**config.mk**
```make
export PLATFORM = sky130hd
export DESIGN_NAME = add32_seq_ctrl
export DESIGN_NICKNAME = d
export VERILOG_FILES = /design/src/rtl/add32_seq_ctrl.sv
export SDC_FILE = /design/constraint.sdc
export NUM_CORES = 1
export LEC_CHECK = 0
export CORE_MARGIN = 2
export CORE_UTILIZATION = 45
export DETAILED_ROUTE_END_ITERATION = 7
export GPL_TIMING_DRIVEN = 0
export PLACE_DENSITY = 0.69
export SYNTH_ARGS = -nofsm -noshare
export SYNTH_HDL_FRONTEND = slang
export SYNTH_SLANG_ARGS = --single-unit
```
**constraint.sdc**
```tcl
create_clock -name clk -period 3.7 [get_ports clk]
set_input_delay 0.37 -clock clk [delete_from_list [all_inputs] [get_ports clk]]
set_output_delay 0.37 -clock clk [all_outputs]
set_load 0.1 [all_outputs]
```
**src/rtl/add32_seq_ctrl.sv**
```systemverilog
// Sequential WIDTH-bit add/subtract: one SLICE-bit ripple slice per clock, with the carry registered between slices.
// Latency is N = WIDTH/SLICE cycles from the accepting edge to done. start is honoured only in IDLE and is never queued.
module add32_seq_ctrl #(
    parameter int WIDTH = 32,
    parameter int SLICE = 8
) (
    input  logic             clk,
    input  logic             rst_n,
    input  logic             start,
    input  logic [WIDTH-1:0] a,
    input  logic [WIDTH-1:0] b,
    input  logic             cin,
    input  logic             sub,
    output logic             busy,
    output logic             done,
    output logic [WIDTH-1:0] sum,
    output logic             cout,
    output logic             ovf
);
    localparam int N    = WIDTH / SLICE;
    localparam int IDXW = (N > 1) ? $clog2(N) : 1;
    localparam logic [IDXW-1:0] LAST = IDXW'(N - 1);

    typedef enum logic [1:0] {S_IDLE, S_RUN, S_DONE} state_t;

    state_t            state, state_nxt;
    logic [IDXW-1:0]   idx;
    logic              carry;
    logic [WIDTH-1:0]  op_a, op_b, acc, acc_nxt;
    logic [SLICE-1:0]  a_sl, b_sl, slice_sum;
    logic              slice_co;
    logic              last;
    logic              ovf_nxt;
    int                base;

    // Shared slice adder plus the accumulator image with the current slice merged in.
    always_comb begin
        base      = int'(idx) * SLICE;
        a_sl      = op_a[base +: SLICE];
        b_sl      = op_b[base +: SLICE];
        {slice_co, slice_sum} = {1'b0, a_sl} + {1'b0, b_sl} + {{SLICE{1'b0}}, carry};
        acc_nxt   = acc;
        acc_nxt[base +: SLICE] = slice_sum;
        last      = (idx == LAST);
        // op_b already holds ~b for subtract, so one overflow rule covers both.
        ovf_nxt   = (op_a[WIDTH-1] == op_b[WIDTH-1]) && (acc_nxt[WIDTH-1] != op_a[WIDTH-1]);
    end

    always_comb begin
        state_nxt = state;
        case (state)
            S_IDLE:  if (start) state_nxt = S_RUN;
            S_RUN:   if (last)  state_nxt = S_DONE;
            S_DONE:  state_nxt = S_IDLE;
            default: state_nxt = S_IDLE;
        endcase
    end

    always_ff @(posedge clk or negedge rst_n) begin
        if (!rst_n) begin
            state <= S_IDLE;
        end else begin
            state <= state_nxt;
        end
    end

    always_ff @(posedge clk or negedge rst_n) begin
        if (!rst_n) begin
            idx   <= '0;
            carry <= 1'b0;
            op_a  <= '0;
            op_b  <= '0;
            acc   <= '0;
            sum   <= '0;
            cout  <= 1'b0;
            ovf   <= 1'b0;
            busy  <= 1'b0;
            done  <= 1'b0;
        end else begin
            busy <= (state_nxt != S_IDLE);
            done <= (state_nxt == S_DONE);
            case (state)
                S_IDLE: begin
                    if (start) begin
                        op_a  <= a;
                        op_b  <= sub ? ~b : b;
                        carry <= sub | cin;
                        idx   <= '0;
                    end
                end
                S_RUN: begin
                    acc   <= acc_nxt;
                    carry <= slice_co;
                    idx   <= last ? '0 : idx + IDXW'(1);
                    if (last) begin
                        sum  <= acc_nxt;
                        cout <= slice_co;
                        ovf  <= ovf_nxt;
                    end
                end
                default: ;
            endcase
        end
    end
endmodule

```
==> qor_table.md, run 1 <==
| Parameter | Reported | Unit |
|:---|:---|:---|
| Die outline area | 15360 | µm² |
| Worst r2r dst | sum[31]$_DFFE_PN0P_ | - |
| Effective utilization at floorplan | 46.29 | % |
| Register cell area after layout | 3428 | µm² |
| RSZ-0062 raised after global routing | false | - |
| Data arrival at the endpoint of the critical path | 3800 | ps |
| Number of antenna repair diodes | 0 | - |
| Post-synth top flop | dfrtp_1 | - |
| Family with the most delay on the worst path | multiplexers | - |
| Async set or reset register ratio after synthesis | 100.0 | % |
| Row Count | 43 | - |
| Dpl hpwl | 12150 | µm |
| Clock root buffer master | clkbuf_16 | - |
| Worst setup SP type | register | - |
| Final hold vios | 19 | - |
| IO Port Bufs | 103 | - |
| Count of H-tree levels built during CTS | 4 | - |
| Area of the mapped netlist | 6475 | µm² |
| CP Buf/Inv Count | 2 | - |
| Setup-violating endpoint count in the final report | 0 | - |
| Max-slew violation total from the final report | 0 | - |
| Number of distinct library cell variants in the gate-level netlist after synthesis | 56 | - |
| Cell Chain, Critical Path | buf_4 > clkbuf_4 > mux4_2 > ha_1 > and2_4 > or4_1 > o21ai_2 > o32ai_2 > mux2_2 | - |
| Number of global-route vias before repair | 5363 | - |
| Clock latency on the worst-skew pair | 420 | ps |
| Detail-routed via count per cell | 5.603 | - |
| Iteration count of the initial detailed-routing pass | 5 | - |
| Yosys Warn Count | 0 | - |
| Number of buffers on the longest clock path | 2 | - |
| Most frequent standard cell in the layout excluding fill and tap cells | nand2_1 | - |
| Worst hold slack | -25.01 | ps |
| Largest clock skew in the final design | 9.144 | ps |
| Nature of the critical path endpoint | register | - |
| Leading cell types in the layout, fill and taps excluded | nand2_1 (150), dfrtp_1 (137), clkdlybuf4s50_1 (102) | - |
| Largest net degree at the start of global routing | 77 | - |
| Total Neg Setup Slack | 0 | ps |
| Net total in the final layout | 820 | - |
| Register clock-pin slew on the reported worst setup and hold paths | 60 | ps |
| Max transition margin | 32.34 | % |
| First-pass GRT wire length | 27100 | µm |
| Actual transition at the worst max-transition pin | 1008 | ps |
| Cell type of the slowest stage on the worst timing path | mux4_2 | - |
| Number of DRC markers after the initial detailed-route iteration | 407 | - |
| Wire length reported by the detailed router | 16580 | µm |
| Total overflow reported by the global router | 0 | - |
| Antenna Nets Post-Route | 0 | - |
| Seq cells post-synth | 137 | - |
| Synthesized instance count | 612 | - |
| Post-DR wirelength/cell | 17.85 | µm |
| Run status | complete, but fails checks | - |
| Number of filler cells placed in the layout | 1142 | - |
| Initial antenna violation count | 0 | - |
| Kind of critical path | register to register | - |
| Top-Level Pins | 105 | - |
| Net count after synthesis | 696 | - |
| Period utilisation layout | 94.61 | % |
| Violated checks | negative hold slack | - |
| Crit path largest cell delay | 570 | ps |
| Mean area per synthesized cell | 10.58 | µm² |
| Gpl congestion | 0.9352 | - |
| Share of cells above drive strength 1 | 9.880 | % |
| Max Cap Violations | 0 | - |
| WP data required | 4000 | ps |
| DR vias | 5205 | - |
| Clock period minus final worst setup slack | 3501 | ps |
| TritonCTS Buffers | 17 | - |
| Area growth from synthesis to layout | 30.63 | % |
| R2r setup slk | 200 | ps |
| Hold crit path type | input port to asynchronous set/reset pin | - |
| Reg-to-reg critical path startpoint | idx[0]$_DFFE_PN0P_ | - |
| Core area | 13990 | µm² |
| Count of flip-flops with a built-in enable after synthesis | 0 | - |
| Total of hold buffers inserted after clock tree synthesis | 0 | - |
| Sequential-to-total area share from yosys stat | 52.95 | % |
| TritonCTS clock tree | yes | - |
| CTS sink count | 137 | - |
| Pre-CTS setup slack | -120.7 | ps |
| Highest attainable clock frequency | 0.2857 | GHz |
| Multi-input gate area in the final layout | 2846 | µm² |
| Minimum setup slack in the final design | 199.4 | ps |
| Overall die height | 124.0 | µm |
| Path depth of the worst reg2reg path | 9 | - |
| Overall fraction of global-route tracks in use | 23.43 | % |
| Number of design rule violations left after detail routing | 0 | - |
| Horizontal extent of the die | 124.0 | µm |
| Critical Path Fanout Max | 10 | - |
-- synth_stat cells (7+ instances only) --
master,instances,area [µm²]
mux4_2,16,360.4
a32oi_1,8,70.07
a221oi_1,12,105.1
ha_1,13,162.7
dfrtp_1,137,3428
clkbuf_1,28,105.1
a21oi_1,7,35.03
inv_1,17,63.81
o21ai_0,49,245.2
a22o_1,28,245.2
nand2_1,150,563.0
xnor2_1,33,289.0
nor2_1,40,150.1
-- routing by layer --
metal  track usage, %  wire, µm
met4            10.81       521
met5                0         0
met2            38.53      8238
met3            3.984       852
met1            30.43      6967
-- cell families after synthesis --
kind of cell             share of synthesized area (%)
multiplexers                                     5.894
flip-flops                                       52.95
adder cells (fa/ha/maj)                          3.131
AO/OA/AOI/OAI                                    15.71
XOR/XNOR                                         4.599
buffers and inverters                            3.092
AND/OR/NAND/NOR                                  14.63
-- through the flow --
step / std cells / instance area (µm²) / util, %
final: 929 / 8458 / 60.47
after global routing: 929 / 8458 / 60.47
after CTS: 928 / 8434 / 60.30
after detailed placement: 896 / 7760 / 55.47
after global placement: 895 / 7731 / 55.27
after floorplan: 612 / 6475 / -
-- area by class of cell --
cell class | count | area share (%)
Clock buffer | 17 | 5.030
Sequential cell | 137 | 40.53
Inverter | 19 | 0.8432
Timing Repair Buffer | 105 | 12.77
Tap cell | 180 | 2.663
Buffer | 33 | 1.583
Multi-Input combinational cell | 423 | 33.65
Clock inverter | 15 | 2.929
-- flip-flops by register name, indices dropped and copies added (netlist names) --
signal and flops:
acc 32, op_a 32, op_b 32, sum 32
idx 2, state 2, busy 1, carry 1
cout 1, done 1, ovf 1
-- what timing repair did --
action / 4_1_cts / 5_1_grt
buffers inserted: 0 / 1
pin swaps: 0 / 1
endpoints found under the setup margin: 14 / 20
resized for setup: 1 / 3
-- worst max-delay path by stage --
stage | startpoint | to | slack, ps | cells after the start
6_report | idx[0]$_DFFE_PN0P_ | sum[31]$_DFFE_PN0P_ | 200 | 9
5_1_grt | idx[0]$_DFFE_PN0P_ | sum[31]$_DFFE_PN0P_ | 40 | 9
4_1_cts | idx[1]$_DFFE_PN0P_ | sum[22]$_DFFE_PN0P_ | 10 | 11
3_5_place_dp | idx[1]$_DFFE_PN0P_ | sum[22]$_DFFE_PN0P_ | -120 | 9
3_3_place_gp | rst_n | op_b[17]$_DFFE_PN0P_ | -2890 | 1
2_1_floorplan | idx[0]$_DFFE_PN0P_ | sum[31]$_DFFE_PN0P_ | 590 | 9
Power of run 1 is not shown: default switching activity piles up to over one toggle a cycle in this logic, so the estimate is an artifact.
==> run 2, diff against run 1 <==
--- a/config.mk
+++ b/config.mk
@@ -10,6 +10,8 @@
 export DETAILED_ROUTE_END_ITERATION = 7
 export GPL_TIMING_DRIVEN = 0
 export PLACE_DENSITY = 0.69
+export RECOVER_POWER = 50
+export SKIP_CTS_REPAIR_TIMING = 1
 export SYNTH_ARGS = -nofsm -noshare
 export SYNTH_HDL_FRONTEND = slang
 export SYNTH_SLANG_ARGS = --single-unit
==> qor_table.md, run 2 (synthesis results as in run 1) <==
| Parameter | Reported | Unit | vs previous |
|:---|:---|:---|:---|
| Run status | complete, but fails checks | - | unchanged |
| Violated checks | max-capacitance violations, max-slew violations | - | was negative hold slack |
| Critical Path Fanout Max | 10 | - | unchanged |
| Top-Level Pins | 105 | - | unchanged |
| Number of DRC markers after the initial detailed-route iteration | 411 | - | was 407 |
| Gpl congestion | 0.9352 | - | unchanged |
| Number of buffers on the longest clock path | 2 | - | unchanged |
| Total overflow reported by the global router | 0 | - | unchanged |
| Kind of critical path | register to register | - | unchanged |
| Net total in the final layout | 820 | - | unchanged |
| Register clock-pin slew on the reported worst setup and hold paths | 60 | ps | about the same |
| Worst Setup SP | idx[0]$_DFFE_PN0P_ | - | unchanged |
| End-of-flow core utilization | 60.26 | % | was 60.47% |
| Horizontal extent of the die | 124.0 | µm | unchanged |
| Post-DR wirelength/cell | 17.83 | µm | was 17.85 µm |
| Nature of the critical path endpoint | register | - | unchanged |
| Effective utilization at floorplan | 46.29 | % | unchanged |
| RSZ-0062 raised after global routing | false | - | unchanged |
| WP data required | 3990 | ps | was 4000 ps |
| TritonCTS Buffers | 17 | - | unchanged |
| Number of antenna repair diodes | 0 | - | unchanged |
| TritonCTS clock tree | yes | - | unchanged |
| Period utilisation layout | 94.53 | % | was 94.61% |
| Number of design rule violations left after detail routing | 0 | - | unchanged |
| Clock root buffer master | clkbuf_16 | - | unchanged |
| Hold crit path type | input port to register | - | was input port to asynchronous set/reset pin |
| Actual transition at the worst max-transition pin | 1858 | ps | was 1008 ps |
| Antenna Nets Post-Route | 0 | - | unchanged |
| Clock latency on the worst-skew pair | 420 | ps | about the same |
| Max transition margin | -23.84 | % | was 32.34% |
| Final cell count without fillers | 929 | - | unchanged |
| Initial antenna violation count | 0 | - | unchanged |
| R2r setup slk | 200 | ps | about the same |
| Max Cap Violations | 1 | - | was 0 |
| Clock period minus final worst setup slack | 3498 | ps | was 3501 ps |
| Launch point of the worst hold path | sub | - |  |
| Max-slew violation total from the final report | 77 | - | was 0 |
| DR vias | 5184 | - | was 5205 |
| Core area | 13990 | µm² | unchanged |
| Highest attainable clock frequency | 0.2859 | GHz | was 0.2857 GHz |
| Largest net degree at the start of global routing | 77 | - | unchanged |
| Die outline area | 15360 | µm² | unchanged |
| Path depth of the worst reg2reg path | 9 | - | unchanged |
| Most frequent standard cell in the layout excluding fill and tap cells | nand2_1 | - | unchanged |
| Row Count | 43 | - | unchanged |
| Area growth from synthesis to layout | 30.18 | % | was 30.63% |
| Count of H-tree levels built during CTS | 4 | - | unchanged |
| Detail-routed via count per cell | 5.580 | - | was 5.603 |
| Final hold vios | 0 | - | was 19 |
| Worst hold slack | 429.1 | ps | was -25.01 ps |
| Worst r2r dst | sum[31]$_DFFE_PN0P_ | - | unchanged |
| Wire length reported by the detailed router | 16560 | µm | was 16580 µm |
| Number of global-route vias before repair | 5363 | - | unchanged |
| Worst setup SP type | register | - | unchanged |
| Setup-violating endpoint count in the final report | 0 | - | unchanged |
| Min-Delay Endpoint | op_b[1]$_DFFE_PN0P_ | - |  |
| Leading cell types in the layout, fill and taps excluded | nand2_1 (150), dfrtp_1 (137), clkdlybuf4s50_1 (101) | - | was nand2_1 (150), dfrtp_1 (137), clkdlybuf4s50_1 (102) |
| IO Port Bufs | 103 | - | unchanged |
| Iteration count of the initial detailed-routing pass | 5 | - | unchanged |
| Total placed cells including tap cells | 896 | - | unchanged |
| CTS sink count | 137 | - | unchanged |
| Overall die height | 124.0 | µm | unchanged |
| Dpl hpwl | 12150 | µm | unchanged |
| First-pass GRT wire length | 27100 | µm | unchanged |
| Share of cells above drive strength 1 | 9.746 | % | was 9.880% |
| Overall fraction of global-route tracks in use | 23.43 | % | unchanged |
| Reg-to-reg critical path startpoint | idx[0]$_DFFE_PN0P_ | - | unchanged |
| Hold Path Depth | 3 | - |  |
| Largest clock skew in the final design | 8.813 | ps | was 9.144 ps |
| Data arrival at the endpoint of the critical path | 3790 | ps | was 3800 ps |
run 2: changes by cell type in the layout (fill, tap and decap cells not counted), sizes merged:
cell / before / now
dlygate4sd3: 0 / 1
clkdlybuf4s50: 102 / 101
clkbuf: 46 / 48
buf: 7 / 5
run 2: metal layers:
layer	vias up	GRT usage, %	part of all wire (%)
met1	2556	30.43	42
li1	2402	-	-
met2	191	38.53	50
met4	0	10.81	3.1
met5	-	0	0
met3	35	3.984	5.1
run 2: worst max-delay path by stage:
stage	end	slack, ps	cells after the start
after global placement	op_b[17]$_DFFE_PN0P_	-2890	1
final	sum[31]$_DFFE_PN0P_	200	9
after floorplan	sum[31]$_DFFE_PN0P_	590	9
after global routing	sum[31]$_DFFE_PN0P_	40	9
after detailed placement	sum[22]$_DFFE_PN0P_	-120	9
after CTS	sum[22]$_DFFE_PN0P_	-150	9
run 2: metrics by stage:
step,setup TNS [ps],cell area [µm²],worst slack (ps)
floorplan,0,6475,589.0
global placement,-394980,7731,-2887
detailed placement,-1125,7760,-120.7
CTS,-1424,8433,-148.4
global route,0,8429,38.37
finish,0,8429,202.3
run 2: worst max-delay path, cell delays in order (launching register included):
cell and delay, ps:
dfrtp_1 420, buf_4 270, clkbuf_4 310, mux4_2 570, ha_1 370, and2_4 180
or4_1 510, o21ai_2 290, o32ai_2 160, mux2_2 290
run 2: cell type report:
cell class / instances / area, µm²
inverter: 19 / 71.32
sequential: 137 / 3428
tap: 180 / 225.2
buffer: 33 / 133.9
fill: 1144 / 5559
clock buffer: 17 / 425.4
timing repair buffer: 105 / 1051
clock inverter: 15 / 247.7
multi-input combinational: 423 / 2846
Power of run 2 is left out for the same reason.
